File: config.mk
export PLATFORM = sky130hd
export DESIGN_NAME = capp_controller_flat
export DESIGN_NICKNAME = d
export VERILOG_FILES = /design/src/rtl/capp_pkg.sv /design/src/rtl/capp_if.sv /design/src/rtl/capp_first_responder.sv /design/src/rtl/capp_controller.sv /design/src/flat_wrapper.sv
export SDC_FILE = /design/constraint.sdc
export NUM_CORES = 1
export LEC_CHECK = 0
export CORE_MARGIN = 2
export CORE_UTILIZATION = 43
export CTS_BUF_LIST = sky130_fd_sc_hd__clkbuf_2
export DETAILED_ROUTE_END_ITERATION = 16
export GPL_TIMING_DRIVEN = 0
export MAX_ROUTING_LAYER = met4
export PLACE_DENSITY = 0.73
export SKIP_CTS_REPAIR_TIMING = 1
export SLEW_MARGIN = 5
export SYNTH_ARGS = -nofsm -noshare
export SYNTH_HDL_FRONTEND = slang
export SYNTH_HIERARCHICAL = 1
export SYNTH_SLANG_ARGS = --single-unit
File: constraint.sdc
create_clock -name clk -period 16.7 [get_ports clk]
set_input_delay 2.505 -clock clk [delete_from_list [all_inputs] [get_ports clk]]
set_output_delay 2.505 -clock clk [all_outputs]
set_load 0.01 [all_outputs]
File: src/rtl/capp_pkg.sv
// Shared types and line-encoding helpers for the CAPP host-side controller.
package capp_pkg;

    localparam int unsigned DEF_WORDS         = 100;
    localparam int unsigned DEF_WIDTH         = 32;
    localparam int unsigned DEF_IDXW          = 7;
    localparam int unsigned DEF_SETTLE_CYCLES = 2;

    typedef enum logic [1:0] {
        OpSearch    = 2'd0,
        OpReadNext  = 2'd1,
        OpWrite     = 2'd2,
        OpSelectAll = 2'd3
    } capp_op_e;

    typedef enum logic [2:0] {
        StIdle,
        StSettle,
        StCapture,
        StWpulse,
        StResp
    } capp_state_e;

    // {flag stored 1, flag stored 0} for one bit column
    function automatic logic [1:0] mismatch_pair(input logic key, input logic mask);
        return {mask & ~key, mask & key};
    endfunction

    // {set, clear} for one bit column
    function automatic logic [1:0] write_pair(input logic key, input logic mask);
        return {mask & key, mask & ~key};
    endfunction

endpackage

File: src/rtl/capp_if.sv
// Host command/response channel of the CAPP controller.
interface capp_if #(
    parameter int unsigned WIDTH = capp_pkg::DEF_WIDTH,
    parameter int unsigned IDXW  = capp_pkg::DEF_IDXW
) ();
    import capp_pkg::*;

    logic             cmd_valid;
    logic             cmd_ready;
    capp_op_e         cmd_op;
    logic [WIDTH-1:0] cmd_key;
    logic [WIDTH-1:0] cmd_mask;
    logic             rsp_valid;
    logic             rsp_ready;
    logic             rsp_hit;
    logic [IDXW:0]    rsp_count;
    logic [IDXW-1:0]  rsp_index;
    logic [WIDTH-1:0] rsp_data;

    modport master (
        output cmd_valid, cmd_op, cmd_key, cmd_mask, rsp_ready,
        input  cmd_ready, rsp_valid, rsp_hit, rsp_count, rsp_index, rsp_data
    );

    modport slave (
        input  cmd_valid, cmd_op, cmd_key, cmd_mask, rsp_ready,
        output cmd_ready, rsp_valid, rsp_hit, rsp_count, rsp_index, rsp_data
    );

endinterface

File: src/rtl/capp_first_responder.sv
// Lowest-index-first resolution of the responder register (purely combinational).
module capp_first_responder #(
    parameter int unsigned WORDS = capp_pkg::DEF_WORDS,
    parameter int unsigned IDXW  = capp_pkg::DEF_IDXW
) (
    input  logic [WORDS-1:0] vec,
    output logic [WORDS-1:0] onehot,
    output logic [IDXW-1:0]  index,
    output logic             any
);

    // Two's-complement trick isolates the lowest set bit
    assign onehot = vec & (~vec + WORDS'(1));
    assign any    = |vec;

    always_comb begin
        index = '0;
        for (int i = int'(WORDS) - 1; i >= 0; i--) begin
            if (vec[i]) begin
                index = IDXW'(i);
            end
        end
    end

endmodule

File: src/rtl/capp_controller.sv
// Host-side sequencer for the CAPP cell array: drives array lines, samples results,
// keeps the responder register and returns results over a valid/ready port.
module capp_controller
    import capp_pkg::*;
#(
    parameter int unsigned WORDS         = DEF_WORDS,
    parameter int unsigned WIDTH         = DEF_WIDTH,
    parameter int unsigned IDXW          = DEF_IDXW,
    parameter int unsigned SETTLE_CYCLES = DEF_SETTLE_CYCLES
) (
    input  logic               clk,
    input  logic               rst,
    capp_if.slave              bus,
    output logic [2*WIDTH-1:0] mismatch_lines,
    output logic [2*WIDTH-1:0] write_lines,
    output logic [WORDS-1:0]   select_lines,
    input  logic [WORDS-1:0]   match_lines,
    input  logic [WIDTH-1:0]   read_lines
);

    localparam int unsigned CntW = $clog2(SETTLE_CYCLES + 1);

    capp_state_e      state_q, state_d;
    capp_op_e         op_q, op_d;
    logic [WIDTH-1:0] key_q, key_d;
    logic [WIDTH-1:0] mask_q, mask_d;
    logic [WORDS-1:0] resp_q, resp_d;
    logic [CntW-1:0]  cnt_q, cnt_d;
    logic             rd_hit_q, rd_hit_d;
    logic [IDXW-1:0]  rd_index_q, rd_index_d;
    logic [WIDTH-1:0] rd_data_q, rd_data_d;

    logic [WORDS-1:0] fr_onehot;
    logic [IDXW-1:0]  fr_index;
    logic             fr_any;
    logic [IDXW:0]    pop;

    capp_first_responder #(
        .WORDS (WORDS),
        .IDXW  (IDXW)
    ) u_first (
        .vec    (resp_q),
        .onehot (fr_onehot),
        .index  (fr_index),
        .any    (fr_any)
    );

    always_comb begin
        pop = '0;
        for (int i = 0; i < int'(WORDS); i++) begin
            pop = pop + {{IDXW{1'b0}}, resp_q[i]};
        end
    end

    always_ff @(posedge clk or posedge rst) begin
        if (rst) begin
            state_q    <= StIdle;
            op_q       <= OpSearch;
            key_q      <= '0;
            mask_q     <= '0;
            resp_q     <= '0;
            cnt_q      <= '0;
            rd_hit_q   <= 1'b0;
            rd_index_q <= '0;
            rd_data_q  <= '0;
        end else begin
            state_q    <= state_d;
            op_q       <= op_d;
            key_q      <= key_d;
            mask_q     <= mask_d;
            resp_q     <= resp_d;
            cnt_q      <= cnt_d;
            rd_hit_q   <= rd_hit_d;
            rd_index_q <= rd_index_d;
            rd_data_q  <= rd_data_d;
        end
    end

    always_comb begin
        state_d    = state_q;
        op_d       = op_q;
        key_d      = key_q;
        mask_d     = mask_q;
        resp_d     = resp_q;
        cnt_d      = cnt_q;
        rd_hit_d   = rd_hit_q;
        rd_index_d = rd_index_q;
        rd_data_d  = rd_data_q;

        unique case (state_q)
            StIdle: begin
                if (bus.cmd_valid) begin
                    op_d       = bus.cmd_op;
                    key_d      = bus.cmd_key;
                    mask_d     = bus.cmd_mask;
                    cnt_d      = '0;
                    rd_hit_d   = 1'b0;
                    rd_index_d = '0;
                    rd_data_d  = '0;
                    unique case (bus.cmd_op)
                        OpSearch:    state_d = StSettle;
                        OpReadNext:  state_d = fr_any ? StSettle : StResp;
                        OpWrite:     state_d = StWpulse;
                        OpSelectAll: begin
                            resp_d  = '1;
                            state_d = StResp;
                        end
                        default:     state_d = StIdle;
                    endcase
                end
            end
            StSettle: begin
                if (cnt_q == CntW'(SETTLE_CYCLES - 1)) begin
                    state_d = StCapture;
                end else begin
                    cnt_d = cnt_q + CntW'(1);
                end
            end
            StCapture: begin
                if (op_q == OpSearch) begin
                    resp_d = ~match_lines;
                end else begin
                    rd_hit_d   = 1'b1;
                    rd_index_d = fr_index;
                    rd_data_d  = read_lines;
                    resp_d     = resp_q & ~fr_onehot;
                end
                state_d = StResp;
            end
            StWpulse: state_d = StResp;
            StResp: begin
                if (bus.rsp_ready) begin
                    state_d = StIdle;
                end
            end
            default: state_d = StIdle;
        endcase
    end

    // Array lines are pure functions of state so a reset drops them immediately
    always_comb begin
        mismatch_lines = '0;
        write_lines    = '0;
        select_lines   = '0;
        if (state_q == StSettle || state_q == StCapture) begin
            if (op_q == OpSearch) begin
                for (int j = 0; j < int'(WIDTH); j++) begin
                    mismatch_lines[2*j +: 2] = mismatch_pair(key_q[j], mask_q[j]);
                end
            end else begin
                select_lines = fr_onehot;
            end
        end else if (state_q == StWpulse) begin
            select_lines = resp_q;
            for (int j = 0; j < int'(WIDTH); j++) begin
                write_lines[2*j +: 2] = write_pair(key_q[j], mask_q[j]);
            end
        end
    end

    assign bus.cmd_ready = (state_q == StIdle);
    assign bus.rsp_valid = (state_q == StResp);
    assign bus.rsp_hit   = bus.rsp_valid & ((op_q == OpReadNext) ? rd_hit_q : fr_any);
    assign bus.rsp_count = bus.rsp_valid ? pop : '0;
    assign bus.rsp_index = bus.rsp_valid ? rd_index_q : '0;
    assign bus.rsp_data  = bus.rsp_valid ? rd_data_q : '0;

endmodule

File: src/flat_wrapper.sv
// flat-port wrapper written by rule: the top's interface ports become plain ports
module capp_controller_flat import capp_pkg::*;
#(
    parameter int unsigned WORDS         = DEF_WORDS,
    parameter int unsigned WIDTH         = DEF_WIDTH,
    parameter int unsigned IDXW          = DEF_IDXW,
    parameter int unsigned SETTLE_CYCLES = DEF_SETTLE_CYCLES
)
  (clk, rst, mismatch_lines, write_lines, select_lines, match_lines, read_lines, bus_cmd_valid, bus_cmd_op, bus_cmd_key, bus_cmd_mask, bus_rsp_ready, bus_cmd_ready, bus_rsp_valid, bus_rsp_hit, bus_rsp_count, bus_rsp_index, bus_rsp_data);
  capp_if #(.WIDTH(WIDTH), .IDXW(IDXW)) bus_i ();
  input  logic clk;
  input  logic rst;
  output logic [2*WIDTH-1:0] mismatch_lines;
  output logic [2*WIDTH-1:0] write_lines;
  output logic [WORDS-1:0] select_lines;
  input  logic [WORDS-1:0] match_lines;
  input  logic [WIDTH-1:0] read_lines;
  input wire logic [$bits(bus_i.cmd_valid)-1:0] bus_cmd_valid;
  input wire logic [$bits(bus_i.cmd_op)-1:0] bus_cmd_op;
  input wire logic [$bits(bus_i.cmd_key)-1:0] bus_cmd_key;
  input wire logic [$bits(bus_i.cmd_mask)-1:0] bus_cmd_mask;
  input wire logic [$bits(bus_i.rsp_ready)-1:0] bus_rsp_ready;
  output wire logic [$bits(bus_i.cmd_ready)-1:0] bus_cmd_ready;
  output wire logic [$bits(bus_i.rsp_valid)-1:0] bus_rsp_valid;
  output wire logic [$bits(bus_i.rsp_hit)-1:0] bus_rsp_hit;
  output wire logic [$bits(bus_i.rsp_count)-1:0] bus_rsp_count;
  output wire logic [$bits(bus_i.rsp_index)-1:0] bus_rsp_index;
  output wire logic [$bits(bus_i.rsp_data)-1:0] bus_rsp_data;
  assign bus_i.cmd_valid = bus_cmd_valid;
  assign bus_i.cmd_op = bus_cmd_op;
  assign bus_i.cmd_key = bus_cmd_key;
  assign bus_i.cmd_mask = bus_cmd_mask;
  assign bus_i.rsp_ready = bus_rsp_ready;
  assign bus_cmd_ready = bus_i.cmd_ready;
  assign bus_rsp_valid = bus_i.rsp_valid;
  assign bus_rsp_hit = bus_i.rsp_hit;
  assign bus_rsp_count = bus_i.rsp_count;
  assign bus_rsp_index = bus_i.rsp_index;
  assign bus_rsp_data = bus_i.rsp_data;
  capp_controller #(.WORDS(WORDS), .WIDTH(WIDTH), .IDXW(IDXW), .SETTLE_CYCLES(SETTLE_CYCLES)) u_core (.clk(clk), .rst(rst), .bus(bus_i), .mismatch_lines(mismatch_lines), .write_lines(write_lines), .select_lines(select_lines), .match_lines(match_lines), .read_lines(read_lines));
endmodule
# Word level (Yosys, flattened, before mapping)

Index checks and enable logic that the tools add are counted.

Bits in registers: 211
Bits of input ports: 202
Output and inout port bits: 278
Logic and storage cells: 373

$add $sub $neg: 101
Eq/ne operators: 15
Muxes and demuxes: 133
Bitwise logic cells: 102
Reductions and logical operators: 13

Operators with widths:

| kind                      | number |
|---|---|
| $add A8 B1 Y8             | 98 |
| $mux W7                   | 103 |
| $mux W100                 | 6 |
| $not A100 Y100            | 3 |
| $mux W64                  | 4 |
| $and A100 B100 Y100       | 2 |
| $pmux W100 S2             | 1 |
| $add A100 B1 Y100 const B | 1 |
| $reduce_or A100 Y1        | 1 |
| $mux W32                  | 3 |
| $and A1 B1 Y1             | 65 |
| $pmux W32 S2              | 1 |
| $not A1 Y1                | 32 |
| $pmux W3 S4               | 2 |
| $pmux W7 S2               | 1 |
| $mux W3                   | 4 |
| $reduce_and A3 Y1         | 4 |
| $mux W8                   | 1 |
| $ne A2 B2 Y1 const B      | 4 |
| $eq A2 B1 Y1 const B      | 3 |
| $eq A3 B2 Y1 const B      | 2 |
| $eq A2 B2 Y1 const B      | 2 |
| $logic_not A2 Y1          | 2 |
| $mux W2                   | 2 |
| other kinds (13)          | 17 |

# Longest topological paths before layout

Gate-level depths: netlist of run 1.

Depth after elaboration: 102
Depth in mapped cells: 22

# Modules after synthesis

The synthesis of run 1 kept the hierarchy.

By module, submodules not included:

| module               | instances | cells an instance | area each (um^2) | seq. area each (um^2) |
|---|---|---|---|---|
| capp_controller      | 1         | 1534              | 13985.9          | 5280.1 |
| capp_first_responder | 1         | 426               | 2592.5           | 0.0 |

# Worst setup path after synthesis of run 1

Ideal clock, no wire load.

Path kind: reg-to-output
From: register u_core.resp_q[53]
To: output port bus_rsp_count[6]
Data arrival time: 6621 ps
Required time: 14195 ps
Path slack: 7574 ps
Stages on the path, launching flop included: 21
Path buffers: 0
Path through: dfrtp_1 > fa_1 > inv_1 > fa_1 > inv_1 > fa_1 > fa_1 > inv_1 > fa_1 > inv_1 > fa_1 > fa_1 > fa_1 > inv_1 > fa_1 > inv_1 > fa_1 > a211oi_1 > nor2_1 > or4_1 > nand3_1

Cells in the longest elaborated chain, start to end: 48

Ends and longest elaborated chain:

| element                     | RTL line               | RTL |
|---|---|---|
| start, declared             | capp_controller.sv:27  | `logic [WORDS-1:0] resp_q, resp_d;` |
| start signal, assigned      | capp_controller.sv:71  | `resp_q <= resp_d;` |
| $add A8 B1 Y8 (47 in a row) | capp_controller.sv:51  | `pop = pop + {{IDXW{1'b0}}, resp_q[i]};` |
| $mux W8                     | capp_controller.sv:164 | `assign bus.rsp_count = bus.rsp_valid ? pop : '0;` |
| end, declared               | flat_wrapper.sv:26     | `output wire logic [$bits(bus_i.rsp_count)-1:0] bus_rsp_count;` |

No other way between the ends.

# Worst setup path in the final report of run 1

From: register u_core.resp_q[47]
To: output port bus_rsp_count[6]

Cells in the longest elaborated chain, start to end: 54

Ends and longest elaborated chain:

| element                     | RTL line |
|---|---|
| $add A8 B1 Y8 (53 in a row) | capp_controller.sv:51 |
| $mux W8                     | capp_controller.sv:164 |

No other way between the ends.

==> results list, run 1 <==
- Result of the run: finished, final reports clean
* Clock latency at the later pin of the worst-skew pair: 1060 ps
- STA puts the critical path data required time at 14200 ps.
- The worst setup path is of the flop to output pin kind.
- Most used standard cells in the synthesized netlist: nand2_1 (346), dfrtp_1 (211), nor2_1 (206)
- Reg area: 0.00528 mm^2
- At the pin with the least slew margin, the transition time is 1030 ps.
* Largest net degree at the start of global routing: 78
* Area share of the largest cell type after synthesis: 0.318
- The slowest stage of the critical path belongs to the cell fa_1.
- In this run the cell area of the synthesized design comes to 0.0166 mm^2.
- Root Buffer Master: clkbuf_2
* Startpoint type of the worst setup path: flop
* Final Hold Violating Endpoints: 0
* Worst Setup SP: u_core/resp_q[47]
* Post-Syn Area per Cell: 8.46 um^2
- Area of the multi-input gates: 0.0101 mm^2
- After clock tree synthesis, the clock-pin slew on the worst setup and hold paths is 100 ps.
- After detailed routing, the number of vias per cell comes to 5.74.
* CP peak stage delay: 600 ps
- DRT Pass-1 Iters: 6
* Met3 GRT Util: 0.0934
- After layout, the minimum clock period comes to 11300 ps.
* DRC violations left: 0
- Effective utilization at floorplan: 0.438
- In the post-route analysis, the smallest setup slack over all paths is 5400 ps.
* Number of nets in the finished design: 2813
* Detailed Route WL: 69800 um
- Among all cell types in the netlist, the one instantiated most often is nand2_1.
- Cell family with the largest share of critical-path delay: adder cells
- Number of cell rows: 71
* Mapped Nets: 2270
- Number of pins with negative max-slew slack in the final report: 0
- Ordered list of cells on the worst path: inv_1 > fa_1 > inv_1 > fa_1 > inv_1 > fa_1 > fa_1 > inv_1 > fa_1 > inv_1 > fa_1 > fa_1 > fa_1 > fa_1 > inv_1 > ha_1 > fa_1 > a211oi_1 > nor2_1 > or4_1 > nand3_1 > clkdlybuf4s50_1
- Total of warnings raised by yosys: 6
* Met2 track utilization from global routing: 0.539
- Number of buffers inserted during clock tree synthesis: 60
- At the placement stage, the worst setup path has a slack of 6490 ps.
- Core Region: 0.0378 mm^2
- Critical path arrival: 8790 ps
- For this run, the share of the core covered by cells in the final layout is 0.598.
* TritonCTS Sinks: 211
- Met1 demand-to-capacity share in global routing: 0.440
- Counting distinct cell types in the post-synthesis netlist gives 76.
* Final-layout setup total negative slack: 0 ps
- First-pass GRT wire length: 105000 um
- Post-Syn Instances: 1960
- Growth of design area from synthesis to finish: 36.4%
- Of the available clock period, the critical path in the final layout requires 0.676.
* Biggest area consumer among synthesized cells: dfrtp_1
- Once detail routing completed, the nets flagged for antenna violations numbered 0.
* Crit Reg-Reg Startpoint: u_core/resp_q[84]
* Routing layer with the top usage in global route: met2
* Total of endpoints with negative setup slack in the final report: 0
- Clock tree from TritonCTS: yes
* Min-Delay Path Class: flop to flop
- Async S/R FF share, synth: 1.00
- Share of post-route cells with drive strength above 1: 0.0747
* Number of H-tree levels: 2
* Startpoint of the worst hold path: u_core/key_q[25]
* Die Height: 200 um
* # port buffers: 479
- Initial antenna violation count: 7
- Across all layers, the routed design uses 17.6k vias.
- Measured along the x axis, the die boundary spans 200 um.
- Along the worst path, the maximum fanout reaches 6.
- Final Skew: 87.2 ps
* F_max: 0.0885 GHz
- Placed Instances: 2952
- Routed wirelength normalized by instance count: 22.8 um
- For this run, the total global-route usage over all layers was measured as 0.351.
* Layout filler cell count: 3462
- By instance count, the cell type seen most on the critical path is fa_1.
* Number of standard cells in the final layout excluding fillers: 3061
- Detailed placement ended at an HPWL of 55300 um.
- Setup repair after global routing left no endpoint under its margin.
- Part of the Yosys area used for sequential elements: 0.318
* Total of max-cap violations: 0
* Vias in the first global route: 17.5k
- First-iteration detailed-routing DRC count: 1497
- Primary flip-flop cell chosen by synthesis mapping: dfrtp_1
- Ranked by total cell area, the synthesized netlist is headed by dfrtp_1 (32%), fa_1 (11%), nand2_1 (7.8%), mux2i_1 (6.1%), o22a_1 (5.3%).
- #FFs+latches synth: 211
- The die covers 0.0401 mm^2.
* Type of element capturing the critical path: output pin
- Yosys mapped a number of flops with a built-in enable equal to 0.
- WP buf/inv: 7
* Global-route congestion overflow total: 0
* Worst slew margin relative to its limit: 0.308
- Buffer levels on the longest clock path: 3
* Boundary pin count: 480
- The congestion estimate from routability-driven global placement came to 0.992.
## sequential cells by signal (all words and copies together) (netlist names)
name               cells
u_core/op_q            2
u_core/mask_q         32
u_core/key_q          32
u_core/cnt_q           2
u_core/rd_hit_q        1
u_core/rd_index_q      7
u_core/resp_q        100
u_core/state_q         3
u_core/rd_data_q      32
## per-layer routing
| metal | part of all wire | vias up |
|---|---|---|
| met5 | 0 | - |
| met4 | 0.040 | 0 |
| met3 | 0.099 | 154 |
| met2 | 0.46 | 967 |
| met1 | 0.40 | 8510 |
| li1 | - | 7934 |
## final timing paths
path	slack, ps	to	cells after the start
max	5400	bus_rsp_count[6]	22
min	500	u_core/key_q[25]	2
max reg2reg	12810	u_core/state_q[2]	9
min reg2reg	500	u_core/key_q[25]	2
max in group asynchronous	13650	u_core/key_q[14]	4
min in group asynchronous	1970	u_core/key_q[0]	2
## per-stage QoR
stage | hold slack (ps) | instance area (um^2)
after floorplan | 459 | 16600
after global placement | 473 | 22000
after detailed placement | 477 | 22100
after CTS | 501 | 22600
after global routing | 527 | 22600
final | 501 | 22600
## cells by family after synthesis
kind of cell,share of synthesized area
simple gates,0.274
fa+ha+maj,0.121
xor+xnor,0.00106
compound gates,0.150
buf+inv,0.0740
flops,0.318
mux,0.0610
## layout by cell type, fill, tap and decap left out, types with 8 or more instances in the layout
cell type	netlist	routed
clkdlybuf4s50_1	0	479
nand2_1	346	346
dfrtp_1	211	211
nor2_1	206	206
inv_1	159	158
o21ai_0	102	102
mux2i_1	101	101
o22a_1	100	100
fa_1	88	88
clkbuf_2	4	83
and3_1	72	72
nand3_1	62	62
buf_2	52	52
a32o_1	49	49
clkbuf_1	48	48
nor4_1	41	41
nand2b_1	38	38
nor3_1	25	25
a21oi_1	20	20
ha_1	20	20
clkinv_1	0	18
and2_1	16	16
nor3b_1	13	13
buf_6	12	12
nor4b_1	12	12
nand4_1	11	11
nor2b_1	10	10
o21ai_1	10	10
and4_1	9	9
or4_1	8	8
o31ai_1	8	8
## worst reg2reg max path, delay by kind of cell (launching register included)
kind            cells  cell delay (ps)
simple gates        6             2710
flops               1              550
compound gates      3              530
## layout make-up
class,instances,share of cell area
Clock buffer,79,0.0175
Inverter,159,0.0267
Antenna cell,6,0.000664
Multi-Input combinational cell,1469,0.445
Sequential cell,211,0.234
Tap cell,511,0.0283
Buffer,121,0.0278
Clock inverter,24,0.00559
Timing Repair Buffer,481,0.214
Power of run 1 is not shown: default switching activity piles up to over one toggle a cycle in this logic, so the estimate is an artifact.
==> inputs of run 2 (changes only) <==
Clock period 16.7 ns to 10.47 ns, I/O delays scaled along.
==> results list, run 2 (synthesized netlist as in run 1, its figures left out) <==
* Result of the run: finished, final reports clean
* Antenna-violating nets left: 0 (unchanged)
* Number of pins with negative max-slew slack in the final report: 0 (unchanged)
* Cell with the largest stage delay on the worst path: clkdlybuf4s50_1
* Layout filler cell count: 3462 (unchanged)
* First-pass GRT wire length: 105000 um (unchanged)
- The reg2reg setup slack is 6570 ps (-6240 ps).
- For this run, the top clock speed supported by timing is 0.0974 GHz.
* Growth of design area from synthesis to finish: 36.5% (about the same)
- The boundary pin count came to 480 (unchanged).
- Clk slew on worst S/H paths: 110 ps (about the same)
- The maximum fanout along the worst path came to 6 (unchanged).
- Total of endpoints with negative setup slack in the final report: 0 (unchanged)
- The number of levels the H-tree was split into came to 2 (unchanged).
- Global-route congestion overflow total: 0 (unchanged)
* Effective utilization at floorplan: 0.438 (unchanged)
- By startpoint and endpoint, the worst setup path is classified as flop to output pin.
- The mean number of vias per cell is 5.72 (-0.23%).
* Vias in the first global route: 17.5k (unchanged)
- Leaving out fill and tap cells, the most frequent cells in the layout are clkdlybuf4s50_1 (479), nand2_1 (346), nor2_1 (206), dfrtp_1 (206), inv_1 (158).
- The count of routing violations after the opening detailed-route iteration was 1479 (-1.2%).
* RSZ-0062 raised after global routing: false
- Final Skew: 84.3 ps (-2.91 ps)
- DRT Pass-1 Iters: 6 (unchanged)
- Detailed Route WL: 69700 um (-0.17%)
- Least-Margin Pin Slew: 1020 ps (-11.1 ps)
* Top cell by count, worst path: fa_1
* Largest net degree at the start of global routing: 78 (unchanged)
- Leaving out fill and tap cells, the most frequent cell in the layout is clkdlybuf4s50_1.
- The remaining max-slew budget at the tightest pin was 0.316 (+0.00748).
- The clock latency on the worst-skew pair was 1050 ps (about the same).
- The count of max-cap constraint violations is 0 (unchanged).
- The final routed wire length divided by cell count came to 22.8 um (-0.17%).
* Core Region: 0.0378 mm^2 (unchanged)
* CP peak stage delay: 590 ps (about the same)
- The number of vias in the routed layout was 17.5k (-0.23%).
- STA classifies the critical path startpoint as a flop.
- CTS placed an instance of clkbuf_2 at the clock tree root.
- Number of nets in the finished design: 2813 (unchanged)
* Buffer levels on the longest clock path: 3 (unchanged)
- Number of buffers inserted during clock tree synthesis: 60 (unchanged)
* Share of post-route cells with drive strength above 1: 0.0770 (+0.00236)
* Final Hold Violating Endpoints: 0 (unchanged)
- Initial antenna violation count: 7 (unchanged)
- Half-perimeter wire length after placement: 55300 um (unchanged)
* Die ar.: 0.0401 mm^2 (unchanged)
- The total routing usage reported by global routing came to 0.351 (unchanged).
- The data required time at the worst endpoint was 8900 ps (-5300 ps).
* TritonCTS Sinks: 211 (unchanged)
- Ordered list of cells on the worst path: inv_1 > fa_1 > inv_1 > fa_1 > inv_1 > fa_1 > fa_1 > inv_1 > fa_1 > inv_1 > fa_1 > fa_1 > fa_1 > fa_1 > inv_1 > ha_1 > fa_1 > a211oi_1 > nor2_1 > or4_1 > nand3_1 > clkdlybuf4s50_1
* Final period utilization: 0.981
- Type of element capturing the critical path: output pin
* DRC violations left: 0 (unchanged)
- # port buffers: 479 (unchanged)
* Routability cong.: 0.992 (unchanged)
- Ranked by flip-flop count, first place goes to u_core/resp_q.
* Flip-flop count of the largest register after layout: 100 (unchanged)
- The smallest clock period supported by the final layout is computed as 10270 ps.
- The count of standard-cell rows came to 71 (unchanged).
- Chip Width: 200 um (unchanged)
- Min-Delay Path Class: flop to flop
- The post-route setup TNS was 0 ps (unchanged).
- The y dimension of the die was 200 um (unchanged).
- TritonCTS built the clock tree.
- Critical path arrival: 8700 ps (-90 ps)
==> run 2: cell types whose count changed in the layout (fill, tap and decap cells not counted) <==
cell | previous run | this run
dfrtp_1 | 211 | 206
nor3_1 | 25 | 24
nor3_2 | 5 | 6
dfrtp_2 | 0 | 5
==> run 2: per-stage QoR <==
stage               setup slack (ps)  instance area (um^2)  hold WS, ps   util  std cells
floorplan                       2280                 16600          459      -       1960
global placement                10.3                 22000          473  0.582       2950
detailed placement              1200                 22100          477  0.583       2952
CTS                             68.4                 22600          501  0.597       3055
global route                    10.6                 22600          527  0.598       3061
finish                           200                 22600          501  0.598       3061
==> run 2: layer usage <==
layer	vias to the layer above	global-route usage	share of wire
li1	7936	-	-
met1	8472	0.440	0.40
met4	0	0.142	0.041
met2	957	0.539	0.46
met3	159	0.0934	0.098
met5	-	-	0
==> run 2: area by class of cell <==
cell class                 instances  area, um^2  share of cell area
antenna                            6        15.0            0.000664
buffer                           121         629              0.0278
clock buffer                      79         395              0.0175
clock inverter                    24         126             0.00559
inverter                         159         604              0.0267
multi-input combinational       1469       10100               0.445
sequential                       211        5290               0.234
tap                              511         639              0.0283
timing repair buffer             481        4850               0.214
==> run 2: critical path, delay by kind of cell (launching register included) <==
| kind | cells | cell delay [ps] |
|---|---|---|
| AOI/OAI and AO/OA | 1 | 230 |
| buffers and inverters | 7 | 1010 |
| adders and majority gates | 11 | 5190 |
| DFF | 1 | 500 |
| and+or+nand+nor | 3 | 790 |
==> run 2: worst paths after layout <==
path / from / depth (start not counted) / endpoint
worst max register to register: u_core/resp_q[84] / 9 / u_core/state_q[2]
worst max-delay path: u_core/resp_q[51] / 22 / bus_rsp_count[6]
worst min-delay path: u_core/key_q[25] / 2 / u_core/key_q[25]
max in group asynchronous: rst / 4 / u_core/key_q[14]
min in group asynchronous: rst / 2 / u_core/resp_q[7]
worst min register to register: u_core/key_q[25] / 2 / u_core/key_q[25]
Power of run 2 is left out for the same reason.
==> inputs of run 3 (changes only) <==
Settings changed: DONT_BUFFER_PORTS from default to 1, PLACE_DENSITY 0.73 to default.
==> results list, run 3 (synthesized netlist as in run 1, its figures left out) <==
- The run finished with clean final reports.
- Startpoint type of the worst setup path: flop
- Detailed Route WL: 65800 um (-5.6%)
- Least-Margin Pin Slew: 1060 ps (+40.4 ps)
- Global-route congestion overflow total: 0 (unchanged)
* Largest net degree at the start of global routing: 107 (+37%)
- The count of standard-cell rows is 71 (unchanged).
- Ordered list of cells on the worst path: inv_1 > fa_1 > inv_1 > fa_1 > inv_1 > fa_1 > fa_1 > inv_1 > fa_1 > inv_1 > fa_1 > fa_1 > fa_1 > fa_1 > inv_1 > ha_1 > fa_1 > a211oi_1 > nor2_1 > or4_1 > nand3_1
- TritonCTS Sinks: 211 (unchanged)
- Effective utilization at floorplan: 0.438 (unchanged)
* Final-layout setup total negative slack: 0 ps (unchanged)
- The total clock buffers created by CTS came to 58 (-3.3%).
- TritonCTS built the clock tree.
- Total routing resource utilization after global routing: 0.332 (-0.0191)
- The top cell types in the final layout, fill and taps aside, are nand2_1 (346), dfrtp_1 (211), nor2_1 (206).
- Startpoint of the worst hold path: u_core/key_q[10]
* Number of pins with negative max-slew slack in the final report: 0 (unchanged)
- Critical path arrival: 8250 ps (-450 ps)
* Total of max-cap violations: 0 (unchanged)
- Final Hold Violating Endpoints: 0 (unchanged)
- Vias in the first global route: 15.4k (-12%)
- The placed standard-cell area came to 0.0173 mm^2 (-22%).
- The met3 routing resource usage after global routing came to 0.0799 (-0.0135).
- Via density per instance: 6.00 (+4.9%)
- The startpoint identified for the worst register-to-register timing path is u_core/resp_q[84].
- Half-perimeter wire length after placement: 51700 um (-6.4%)
* Routability cong.: 0.993 (+0.11%)
- Number of H-tree levels: 2 (unchanged)
* Flip-flop count of the largest register after layout: 100 (unchanged)
- The clock-pin slew reported for the worst setup and hold paths after clock tree synthesis was 100 ps (about the same).
- The data required time at the worst endpoint is 8900 ps (about the same).
- # port buffers: 0 (-100%)
- The global routing stage identified its most utilized layer as met2.
- The delay of the slowest cell on the worst path came to 570 ps (-20 ps).
- Clock latency at the later pin of the worst-skew pair: 1060 ps (about the same)
- Total of endpoints with negative setup slack in the final report: 0 (unchanged)
* Top cell by count, worst path: fa_1
- DRC violations left: 0 (unchanged)
- The post-route cell area came to 0.0178 mm^2 (-21%).
* Share of post-route cells with drive strength above 1: 0.0950 (+0.0180)
- Die Height: 200 um (unchanged)
* Boundary pin count: 480 (unchanged)
- The number of nets in the layout is 2331 (-17%).
* Met1 demand-to-capacity share in global routing: 0.412 (-0.0275)
* First-pass GRT wire length: 97900 um (-6.8%)
- The remaining max-slew budget at the tightest pin came to 0.289 (-0.0272).
- The number of vias in the routed layout is 15.5k (-12%).
* Final core utilization: 0.470 (-0.128)
* Core Region: 0.0378 mm^2 (unchanged)
* Worst Setup SP: u_core/resp_q[47]
* Classification of the worst setup path: flop to output pin
- The post-route fraction of the period consumed by the critical path was 0.938 (-0.0426).
* Initial antenna violation count: 8 (+1)
* Critical Path Fanout Max: 6 (unchanged)
* Root Buffer Master: clkbuf_2
- RSZ-0062 raised after global routing: false
- Ranked by flip-flop count, first place goes to u_core/resp_q.
* Min-Delay Path Class: flop to flop
* Met2 track utilization from global routing: 0.529 (-0.00930)
- The detailed-routing iteration count for the pre-antenna-repair pass was 8 (+2).
- The overall die width came to 200 um (unchanged).
- The overall die area came to 0.0401 mm^2 (unchanged).
- Cell with the largest stage delay on the worst path: fa_1
- The count of routing violations after the opening detailed-route iteration came to 1442 (-2.5%).
- STA classifies the critical path endpoint as an output pin.
- The worst-case clock skew was 31.2 ps (-53.1 ps).
- Antenna-violating nets left: 0 (unchanged)
- Buffer levels on the longest clock path: 3 (unchanged)
* Routed wirelength normalized by instance count: 25.5 um (+12%)
- F_max: 0.102 GHz (+4.5%)
* Commonest non-fill, non-tap cell in the layout: nand2_1
* Post-layout min period: 9820 ps (-446 ps)
- Growth of design area from synthesis to finish: 7.25%
- Post-route worst hold slack: 497 ps (-3.92 ps)
-- run 3: critical path, delay by kind of cell (launching register included) --
family / cells / cell delay, ps
AO/OA/AOI/OAI: 1 / 250
buffers and inverters: 6 / 410
flip-flops: 1 / 510
adder cells (fa/ha/maj): 11 / 5190
AND/OR/NAND/NOR: 3 / 830
-- run 3: worst paths after layout --
check                                    end  slack (ps)  depth (start not counted)
max in group asynchronous  u_core/resp_q[69]        8930                          2
min in group asynchronous   u_core/resp_q[3]         530                          1
setup reg to reg           u_core/state_q[2]        6660                          9
setup / recovery            bus_rsp_count[6]         650                         21
hold reg to reg             u_core/key_q[10]         500                          2
hold / removal              u_core/key_q[10]         500                          2
-- run 3: through the flow --
step	instances	worst slack, ps
2_1_floorplan	1960	2280
3_3_place_gp	2471	411
4_1_cts	2574	545
6_report	2583	646
3_5_place_dp	2472	1800
5_1_grt	2583	320
-- run 3: layer usage --
layer / share of wire / routed length, um
met5: 0 / 0
met4: 0.033 / 2180
met3: 0.079 / 5200
met2: 0.48 / 31500
met1: 0.41 / 27000
-- run 3: area by class of cell --
type | instances | area (um^2)
Clock inverter | 13 | 58.8
Timing Repair Buffer | 1 | 27.5
Sequential cell | 211 | 5280
Buffer | 121 | 629
Antenna cell | 9 | 22.5
Multi-Input combinational cell | 1469 | 10100
Clock buffer | 89 | 445
Fill cell | 3919 | 20100
Inverter | 159 | 604
Tap cell | 511 | 639
Power of run 3 is left out for the same reason.
==> variant (config.mk and constraints of run 3) <==
The 5 states of `capp_state_e` get a one-hot encoding in 5 bits.
--- a/src/rtl/capp_pkg.sv
+++ b/src/rtl/capp_pkg.sv
@@ -14,10 +14,10 @@
     } capp_op_e;
 
-    typedef enum logic [2:0] {
-        StIdle,
-        StSettle,
-        StCapture,
-        StWpulse,
-        StResp
+    typedef enum logic [4:0] {
+        StIdle    = 5'b00001,
+        StSettle  = 5'b00010,
+        StCapture = 5'b00100,
+        StWpulse  = 5'b01000,
+        StResp    = 5'b10000
     } capp_state_e;
 
Behaviour: same outputs for any inputs over 4 cycles, from zero or initial values and one cycle with rst high; so few cycles prove little.
==> variant against run 3 <==
  * Fmax fell by 0.74%
  * Via count fell by 0.80%
  * Routed wire length fell by 1.6%
  * Design area rose by 0.14%
  * Setup slack got worse by 0.073 ns
  * Sequential share of layout area rose by 0.25 points
  * Sequential cell count rose by 2
  * Area after synthesis barely moved
  * Critical endpoint unchanged
Power is left out: it rests on default switching activity, and per cell area and clock period it moved more than threefold.
==> variant: results (changes against run 3) <==
[min_path]
hp-class=input pin to asynchronous set/reset pin

[synthesis]
synthTopCellsByArea=dfrtp_1 (32%), fa_1 (11%), mux2i_1 (6.2%), nand2_1 (6.1%), o22a_1 (5.3%)
synthArstFlopShare_pct=100  ; unchanged
ys_types=77  ; +1.3%
synth_commonest_cells=nand2_1 (268), dfrtp_1 (212), nor2_1 (207), inv_1 (164), mux2i_1 (102)
postSynthCellCount=1892  ; -3.5%
seq_area_frac_synth_pct=32.2  ; +0.32 points
synth_nets=2202  ; -3.0%
synth-seq-cells=213  ; +0.95%

[grt]
grt_pass1_wl_um=96400  ; -1.6%
antenna_found_initial=4  ; -4
grt_usage_pct=32.4  ; -0.73 points
grt_pass1_vias=15000  ; -2.6%
grt_max_degree=111  ; +3.7%

[worst_setup_path]
max_stage_delay_ns=0.62  ; +0.05 ns
path_max_fanout=8  ; +2
rr_endpoint=u_core/state_q[4]
crit_path_start=u_core/resp_q[35]
reg2reg_slack_ns=6.35  ; -0.31 ns
arrival_ns=8.33  ; +0.08 ns

[layout]
inverters=164  ; +3.1%
clkCellAreaFrac_pct=3.01  ; +0.18 points
drive_gt1_share_pct=9.34  ; -0.16 points
nets=2265  ; -2.8%
n_all_buffers=115  ; -5.7%
seq_area_share_pct=29.9  ; +0.25 points
nMultiInputCombCells=1401  ; -4.6%
diodes=6  ; -3
buffer_area_share_pct=3.70  ; +0.0089 points
fillers=3863  ; -1.4%
final_area_sq_um=17800  ; +0.14%
nClkBuffers=92  ; +3.4%
stdcell_count=2519  ; -2.5%

[placed_design]
gp_congestion=0.969  ; -2.4%
dp.cells=2404  ; -2.8%
place_hpwl_um=50500  ; -2.4%
dp_slack_ns=1.46  ; -0.334 ns
numPortBuffers=0  ; unchanged
dpl_cell_area_sq_um=17200  ; about the same

[route]
first_iter_violations=1658  ; +15%
dr.pass1.iters=8  ; unchanged
viasPerCell=6.11  ; +1.7%
routed_wirelength_um=64800  ; -1.6%

[timing]
skew_ns=0.0829  ; +0.0516 ns
tightest_slew_ns=1.37  ; +0.317 ns
holdWs_ns=0.457  ; -0.0398 ns

[cts]
cts_buffers=60  ; +3.4%

[status]
status=finished clean

## variant: cell types whose count changed in the layout (fill, tap and decap cells not counted), moves of 5 or more
| cell | run 3 | this run |
|---|---|---|
| nand2_1 | 346 | 268 |
| and2_1 | 16 | 57 |
| a22o_1 | 0 | 39 |
| and3_1 | 72 | 34 |
| o21ai_0 | 102 | 76 |
| buf_2 | 52 | 36 |
| buf_8 | 0 | 11 |
| buf_6 | 12 | 2 |
| clkbuf_1 | 48 | 58 |
| o21ai_1 | 10 | 0 |
| inv_1 | 158 | 163 |
## variant: cell families after synthesis
logic type      synth area share [%]
compound gates                  16.1
buf+inv                         7.53
simple gates                    25.7
flops                           32.2
fa+ha+maj                       12.1
mux                             6.16
xor+xnor                       0.159
## variant: routing by layer
metal / routed length, um / global-route usage [%] / up-vias / part of all wire [%]
met5: 0 / - / - / 0
li1: - / - / 6800 / -
met2: 30500 / 51.0 / 790 / 47
met4: 1830 / 9.47 / 0 / 2.8
met3: 6740 / 9.36 / 105 / 10
met1: 25800 / 40.6 / 7687 / 40
